--- src/rtl/disp_scan_if.sv ---
// disp_scan_if: display word in, digit select / nibble / frame pulse out.
// master drives the display word, slave is the scan controller.
interface disp_scan_if;
  logic        en;
  logic [15:0] digits;
  logic [3:0]  blink_mask;
  logic [3:0]  sel;
  logic [3:0]  hex;
  logic        frame_tick;

  modport master (
    output en, digits, blink_mask,
    input  sel, hex, frame_tick
  );

  modport slave (
    input  en, digits, blink_mask,
    output sel, hex, frame_tick
  );
endinterface

--- src/rtl/disp_scan.sv ---
// disp_scan: 4-digit seven-segment scan controller with blanking guard.
// Optional per-digit blink is built when DISP_BLINK_EN is defined.
module disp_scan #(
  parameter int SCAN_DIV     = 50000,
  parameter int BLANK_CYC    = 500,
  parameter int BLINK_FRAMES = 125
) (
  input  logic        clk,
  input  logic        rst_n,
  disp_scan_if.slave  bus
);

  localparam int MAXC = (SCAN_DIV > BLANK_CYC) ? SCAN_DIV : BLANK_CYC;
  localparam int CW   = (MAXC > 1) ? $clog2(MAXC) : 1;
  localparam logic [CW-1:0] SD_LAST = CW'(SCAN_DIV - 1);
  localparam logic [CW-1:0] BC_LAST =
    CW'((BLANK_CYC > 0) ? BLANK_CYC - 1 : 0);

  typedef enum logic [1:0] {
    IDLE  = 2'd0,
    DRIVE = 2'd1,
    GUARD = 2'd2
  } state_t;

  state_t        state, state_n;
  logic [CW-1:0] cnt, cnt_n;
  logic [1:0]    idx, idx_n;
  logic          start;
  logic          wrap;
  logic          blank;
  logic [15:0]   snap;
  logic [3:0]    one;

  assign one  = 4'b0001;
  assign wrap = start && (state != IDLE);

  always_ff @(posedge clk or negedge rst_n) begin
    if (!rst_n) begin
      state <= IDLE;
      cnt   <= '0;
      idx   <= '0;
    end else begin
      state <= state_n;
      cnt   <= cnt_n;
      idx   <= idx_n;
    end
  end

  // start marks the edge that enters DRIVE for digit 0
  always_comb begin
    state_n = state;
    cnt_n   = cnt;
    idx_n   = idx;
    start   = 1'b0;
    if (!bus.en) begin
      state_n = IDLE;
      cnt_n   = '0;
      idx_n   = '0;
    end else begin
      unique case (state)
        IDLE: begin
          state_n = DRIVE;
          cnt_n   = '0;
          idx_n   = '0;
          start   = 1'b1;
        end
        DRIVE: begin
          if (cnt == SD_LAST) begin
            cnt_n = '0;
            if (BLANK_CYC == 0) begin
              idx_n = idx + 2'd1;
              start = (idx == 2'd3);
            end else begin
              state_n = GUARD;
            end
          end else begin
            cnt_n = cnt + CW'(1);
          end
        end
        GUARD: begin
          if (cnt == BC_LAST) begin
            state_n = DRIVE;
            cnt_n   = '0;
            idx_n   = idx + 2'd1;
            start   = (idx == 2'd3);
          end else begin
            cnt_n = cnt + CW'(1);
          end
        end
        default: begin
          state_n = IDLE;
          cnt_n   = '0;
          idx_n   = '0;
        end
      endcase
    end
  end

`ifdef DISP_BLINK_EN
  localparam int FW = (BLINK_FRAMES > 1) ? $clog2(BLINK_FRAMES) : 1;
  localparam logic [FW-1:0] BF_LAST = FW'(BLINK_FRAMES - 1);

  logic [FW-1:0] fcnt;
  logic          phase;

  always_ff @(posedge clk or negedge rst_n) begin
    if (!rst_n) begin
      fcnt  <= '0;
      phase <= 1'b0;
    end else if (state_n == IDLE) begin
      fcnt  <= '0;
      phase <= 1'b0;
    end else if (wrap) begin
      if (fcnt == BF_LAST) begin
        fcnt  <= '0;
        phase <= ~phase;
      end else begin
        fcnt <= fcnt + FW'(1);
      end
    end
  end

  assign blank = phase & bus.blink_mask[idx];
`else
  logic unused_ok;
  assign unused_ok = ^{bus.blink_mask, BLINK_FRAMES[0], wrap};
  assign blank     = 1'b0;
`endif

  always_ff @(posedge clk or negedge rst_n) begin
    if (!rst_n) begin
      snap           <= '0;
      bus.sel        <= 4'hF;
      bus.hex        <= 4'h0;
      bus.frame_tick <= 1'b0;
    end else begin
      if (start) snap <= bus.digits;
      bus.sel <= 4'hF;
      if (state == DRIVE && !blank) bus.sel <= ~(one << idx);
      if (state == DRIVE) bus.hex <= snap[{idx, 2'b00} +: 4];
      bus.frame_tick <= (state == DRIVE) && (idx == 2'd0)
                        && (cnt == '0);
    end
  end

endmodule

--- src/flat_wrapper.sv ---
// flat-port wrapper written by rule: the top's interface ports become plain ports
module disp_scan_flat 
#(
  parameter int SCAN_DIV     = 50000,
  parameter int BLANK_CYC    = 500,
  parameter int BLINK_FRAMES = 125
)
  (clk, rst_n, bus_en, bus_digits, bus_blink_mask, bus_sel, bus_hex, bus_frame_tick);
  disp_scan_if bus_i ();
  input  logic clk;
  input  logic rst_n;
  input wire logic [$bits(bus_i.en)-1:0] bus_en;
  input wire logic [$bits(bus_i.digits)-1:0] bus_digits;
  input wire logic [$bits(bus_i.blink_mask)-1:0] bus_blink_mask;
  output wire logic [$bits(bus_i.sel)-1:0] bus_sel;
  output wire logic [$bits(bus_i.hex)-1:0] bus_hex;
  output wire logic [$bits(bus_i.frame_tick)-1:0] bus_frame_tick;
  assign bus_i.en = bus_en;
  assign bus_i.digits = bus_digits;
  assign bus_i.blink_mask = bus_blink_mask;
  assign bus_sel = bus_i.sel;
  assign bus_hex = bus_i.hex;
  assign bus_frame_tick = bus_i.frame_tick;
  disp_scan #(.SCAN_DIV(SCAN_DIV), .BLANK_CYC(BLANK_CYC), .BLINK_FRAMES(BLINK_FRAMES)) u_core (.clk(clk), .rst_n(rst_n), .bus(bus_i));
endmodule
--- config.mk ---
export PLATFORM = sky130hd
export DESIGN_NAME = disp_scan_flat
export DESIGN_NICKNAME = d
export VERILOG_FILES = /design/src/rtl/disp_scan_if.sv /design/src/rtl/disp_scan.sv /design/src/flat_wrapper.sv
export SDC_FILE = /design/constraint.sdc
export NUM_CORES = 1
export LEC_CHECK = 0
export CELL_PAD_IN_SITES_DETAIL_PLACEMENT = 2
export CELL_PAD_IN_SITES_GLOBAL_PLACEMENT = 2
export CORE_AREA = 2 2 79 81
export DETAILED_ROUTE_END_ITERATION = 10
export DIE_AREA = 0 0 81 83
export PLACE_DENSITY = 0.79
export SLEW_MARGIN = 20
export SYNTH_ARGS = -nofsm -noshare
export SYNTH_HDL_FRONTEND = slang
export SYNTH_SLANG_ARGS = --single-unit
export TNS_END_PERCENT = 50
--- constraint.sdc ---
create_clock -name clk -period 2.9 [get_ports clk]
set_clock_uncertainty 0.05 [all_clocks]
set_input_delay 0.58 -clock clk [delete_from_list [all_inputs] [get_ports clk]]
set_output_delay 0.58 -clock clk [all_outputs]
set_load 0.005 [all_outputs]
==> results.toml <==
[cts]
clkTransAtPathRegs_ns = 0.08
clkSinkCount = 45
clockBufferDepth = 2
clk-insertion-delay-late_ns = 0.30
cts_setup_buffers = 0
cts_max_level = 2
holdBufCountCts = 0
cts_buffers = 5
cts_tree = "done"
root_buffer = "clkbuf_8"
ctsResizeCount = 0

[power]
power_frac_seq = 0.461
swShare = 0.2995
p_comb_frac = 0.338
ir_drop_mv = 0.4167
p_switching_w = 0.0006036
cellPowerDensity_mw_per_mm2 = 765.2
leakage_nw = 1.090
clkPwrFrac = 0.201
intPower_w = 0.001412

[job]
maxCapViolCount = 0

[drt]
first_pass_iters = 3
routedWlPerCell_um = 18.80
antenna_left = 0
drc = 0
via_count = 1504
routed_wl_um = 5452
drt_iter0_markers = 74
viasPerCell = 5.186

[floorplanning]
die_area_mm2 = 0.006723
chipHeight_um = 83
rows = 28
boundaryPins = 32
core_area_mm2 = 0.005816
start_util = 0.3806
die-width_um = 81

[timing]
setup_viol = 0
finalHoldViolCount = 0
slew_violations = 0
rsz0062_at_grt = "false"
fmax_mhz = 390.5
period_minus_slack_ns = 2.561
slew_headroom = 0.2588
worst_pin_slew_ns = 1.112
fin_setup_tns_ns = 0
timing.final.crit_share = 0.8831

[global_route]
grt_pass1_vias = 1720
grt_antenna_before_repair = 0
grt_overflow = 0
grt_usage = 0.1805
grt_pass1_wl_um = 9128
grt_max_degree = 46

[setup_path]
max_stage_delay_ns = 0.84
critPathMaxFanout = 16
reg2reg_depth = 6
endpoint_kind = "flop"
start_kind = "flop"
startpoint = "u_core.cnt[0]$_DFF_PN0_"
crit_chain = "ha_1 > and4_1 > nand3b_1 > nor3_2 > o21ai_2 > mux2_2"
cp.depth = 6
path_buf_inv = 0
crit_slowest_cell = "o21ai_2"
r2r_slack_ns = 0.34
r2r_end = "u_core.snap[0]$_DFFE_PN0P_"
critical_path_arrival_ns = 2.70
critPathKind = "reg2reg"
path_delay_family = "compound AO/OA/AOI/OAI gates"
r2r-start = "u_core.cnt[0]$_DFF_PN0_"
critPathRequiredTime_ns = 3.04
crit_end = "u_core.snap[0]$_DFFE_PN0P_"

[placed_design]
globalplace.congestion = 0.8323
numPortBuffers = 27
dp_hpwl_um = 3953

[synth]
ys_warn_count = 0
synth-async-reset-ratio = 1.000
ys_types = 34
yosysTopAreaCellShare = 0.4635
synth_top_cell_by_area = "dfrtp_1"
syn_nets = 218
synth_area_leaders = "dfrtp_1, mux2_4, ha_1"
synth-main-ff-cell = "dfrtp_1"
synth_edf_count = 0
ys_seq_elements = 45
postSynthAreaPerCell_um2 = 11.96
ys_seq_area_frac = 0.5110
synth_cells = 185
synth_area_mm2 = 0.002213

[layout]
drive_above_1_share = 0.1907
fin_nets = 247
final_cell_mix = "dfrtp_1, clkdlybuf4s50_1, nor2_1"
area.growth.synth_to_final_pct = 18.99
fin_util = 0.4529
num_antenna_cells = 0
final_common_cell = "dfrtp_1"

[worst_hold_path]
hold_class = "in2async"

[run_status]
outcome = "completed"
## cell type report
class / instances / area [um2]
timing repair buffer: 27 / 267.8
multi-input combinational: 128 / 1021
clock inverter: 1 / 7.507
fill: 621 / 3182
clock buffer: 7 / 86.33
inverter: 7 / 26.28
sequential: 45 / 1131
tap: 75 / 93.84
## per-stage QoR
| stage | hold WS, ns | setup slack [ns] | std cells | cell area (um2) | power (W) |
|---|---|---|---|---|---|
| 3_5_place_dp | 0.4478 | 0.3317 | 282 | 2537 | 0.001639 |
| 5_1_grt | 0.2616 | 0.2099 | 290 | 2634 | 0.002152 |
| 4_1_cts | 0.4298 | 0.2993 | 290 | 2631 | 0.002054 |
| 2_1_floorplan | 0.2344 | 0.9630 | 185 | 2213 | 0.001372 |
| 3_3_place_gp | 0.4331 | 0.4578 | 282 | 2537 | 0.001553 |
| 6_report | 0.2209 | 0.3391 | 290 | 2634 | 0.002015 |
## registers in the layout, indices dropped and copies added (netlist names)
register / cells
u_core.idx: 2
u_core.cnt: 16
u_core.bus.sel: 4
u_core.state: 2
u_core.snap: 16
u_core.bus.frame_tick: 1
u_core.bus.hex: 4
## kinds of logic (layout without fill, tap and decap cells)
logic type                 Yosys count  in the layout  share of synthesized area
and+or+nand+nor                     72             72                     0.1532
DFF                                 45             45                     0.5110
muxes                               27             27                     0.1730
xor gates and xnor gates            13             13                    0.05144
buffers and inverters               12             42                    0.02770
adders and majority gates           10             10                    0.05653
AOI/OAI and AO/OA                    6              6                    0.02713
## Yosys cell counts (3+ instances only)
library cell,instances
mux2_2,10
nand2_1,20
nor2_1,25
nand4_1,3
xor2_1,8
mux2i_1,3
ha_1,10
inv_1,7
dfstp_2,4
mux2_4,10
dfrtp_1,41
mux4_2,4
nand3_1,11
xnor2_1,5
## per-layer routing
metal | track usage | routed length, um
met3 | 0.04674 | 181
met5 | 0 | 0
met1 | 0.2240 | 2152
met2 | 0.2968 | 2978
met4 | 0.07088 | 140
## worst register-to-register path, stage by stage, from the launching register on
cell,delay (ns)
dfrtp_1,0.44
ha_1,0.28
and4_1,0.22
nand3b_1,0.12
nor3_2,0.06
o21ai_2,0.84
mux2_2,0.44
## worst min path at each step
stage,end,start,cells past startpoint,slack [ns]
2_1_floorplan,u_core.bus.frame_tick$_DFF_PN0_,rst_n,0,0.23
3_3_place_gp,u_core.snap[4]$_DFFE_PN0P_,u_core.snap[4]$_DFFE_PN0P_,1,0.43
3_5_place_dp,u_core.snap[2]$_DFFE_PN0P_,u_core.snap[2]$_DFFE_PN0P_,1,0.45
4_1_cts,u_core.cnt[11]$_DFF_PN0_,rst_n,1,0.43
5_1_grt,u_core.cnt[10]$_DFF_PN0_,rst_n,1,0.26
6_report,u_core.cnt[11]$_DFF_PN0_,rst_n,1,0.22
## power by group through the flow
stage | clock, W | sequential (W) | combinational (W)
floorplan | 0 | 0.000890 | 0.000482
global placement | 0 | 0.000908 | 0.000644
detailed placement | 0 | 0.000944 | 0.000695
CTS | 0.000422 | 0.000931 | 0.000700
global route | 0.000453 | 0.000952 | 0.000747
finish | 0.000406 | 0.000929 | 0.000681
(Power assumes the default switching activity.)
==> RTL edit: new RTL, config.mk and constraints unchanged <==
The 3 states of `state_t` get a one-hot encoding in 3 bits.
--- a/src/rtl/disp_scan.sv
+++ b/src/rtl/disp_scan.sv
@@ -16,10 +16,10 @@
   localparam logic [CW-1:0] BC_LAST =
     CW'((BLANK_CYC > 0) ? BLANK_CYC - 1 : 0);
 
-  typedef enum logic [1:0] {
-    IDLE  = 2'd0,
-    DRIVE = 2'd1,
-    GUARD = 2'd2
+  typedef enum logic [2:0] {
+    IDLE  = 3'b001,
+    DRIVE = 3'b010,
+    GUARD = 3'b100
   } state_t;
 
   state_t        state, state_n;
Function: same outputs for any inputs over 10 cycles, from zero or initial values and one cycle with rst_n low; not proved beyond that.
==> RTL edit against the unedited design <==
Worst setup slack better by 0.25 ns. Critical endpoint is now u_core.snap[15]. Wire length hardly changed. Global-route usage about the same. Synthesized area is 2.6% higher. Fmax grew 11%. Critical path depth shrank 1. Cell area is 2.2% higher. Sequential cell count is 1 higher.
Power is not compared: it rests on default switching activity, and its combinational part moved more than twofold at a synthesized area within 25%.
==> RTL edit: results (changes against the unedited design) <==
Cells and area
  – Nonclk inv count: 6 (was 7)
  – Sequential cell area: 1160 um2 (was 1130 um2)
  – Clkbuf count: 6 (was 7)
  – Multi-input combinational area share: 38.6% (was 38.8%)
  – Non-clock buffers: 29 (was 27)
  – Non-clock buffer share: 10.5% (was 10.2%)

Placed design
  – Final RePlAce weighted congestion: 0.888 (was 0.832)
  – Post-DP HPWL: 3.84 mm (was 3.95 mm)
  – Pre-CTS setup slack: 0.270 ns (was 0.332 ns)
  – Placed cell count: 280 (was 282)

Routing
  – DR iter-0 viols: 31 (was 74)
  – Vias per inst: 5.42 (was 5.19)
  – Wire per inst: 18.9 um (was 18.8 um)

Synthesis
  – Most frequent cells after synthesis: 41 x dfrtp_1, 14 x a21oi_1, 14 x nand2_1 (was 41 x dfrtp_1, 25 x nor2_1, 20 x nand2_1)
  – Mapped Nets: 214 (was 218)
  – Synth Area in Compound Gates: 8.10% (was 2.71%)
  – Cell Area, Synth: 2270 um2 (was 2210 um2)
  – Post-synthesis adder-cell area fraction: 3.31% (was 5.65%)

Setup path
  – Crit path DAT: 2.45 ns (was 2.70 ns)
  – Worst path max stage delay: 0.54 ns (was 0.84 ns)
  – Reg2reg setup slack: 0.59 ns (was 0.34 ns)

Power and ir drop
  – Total Power: 1.53 mW

Global route
  – First-pass GRT wire length: 9.34 mm (was 9.13 mm)
  – Vias in the first global route: 1808 (was 1720)

Outcome
  – Status: finished clean (unchanged)

Timing
  – Worst hold slack: 0.219 ns (was 0.221 ns)
RTL edit: changes by cell type after synthesis, sizes merged, moves of 3 or more:
cell / change
xor2: -3
xnor2: +3
a21oi: +13
nand2: -6
nand3: -4
nor4: +4
ha: -4
nand4: +3
nor2: -21
RTL edit: routing by layer:
metal | track usage, % | vias to the layer above | share of wire [%]
li1 | - | 722 | -
met1 | 22.8 | 815 | 43
met2 | 31.5 | 19 | 54
met3 | 3.26 | 4 | 2.2
met4 | 4.62 | 0 | 0.70
met5 | 0 | - | 0
RTL edit: how the worst max path moves through the flow:
stage	cells past startpoint	slack [ns]	endpoint	start
finish	5	0.59	u_core.snap[15]	u_core.cnt[0]
CTS	5	0.57	u_core.snap[4]	u_core.cnt[0]
global placement	5	0.36	u_core.snap[15]	bus_en
floorplan	6	0.94	u_core.snap[10]	u_core.cnt[0]
detailed placement	5	0.27	u_core.snap[4]	bus_en
global route	5	0.45	u_core.snap[2]	u_core.cnt[0]
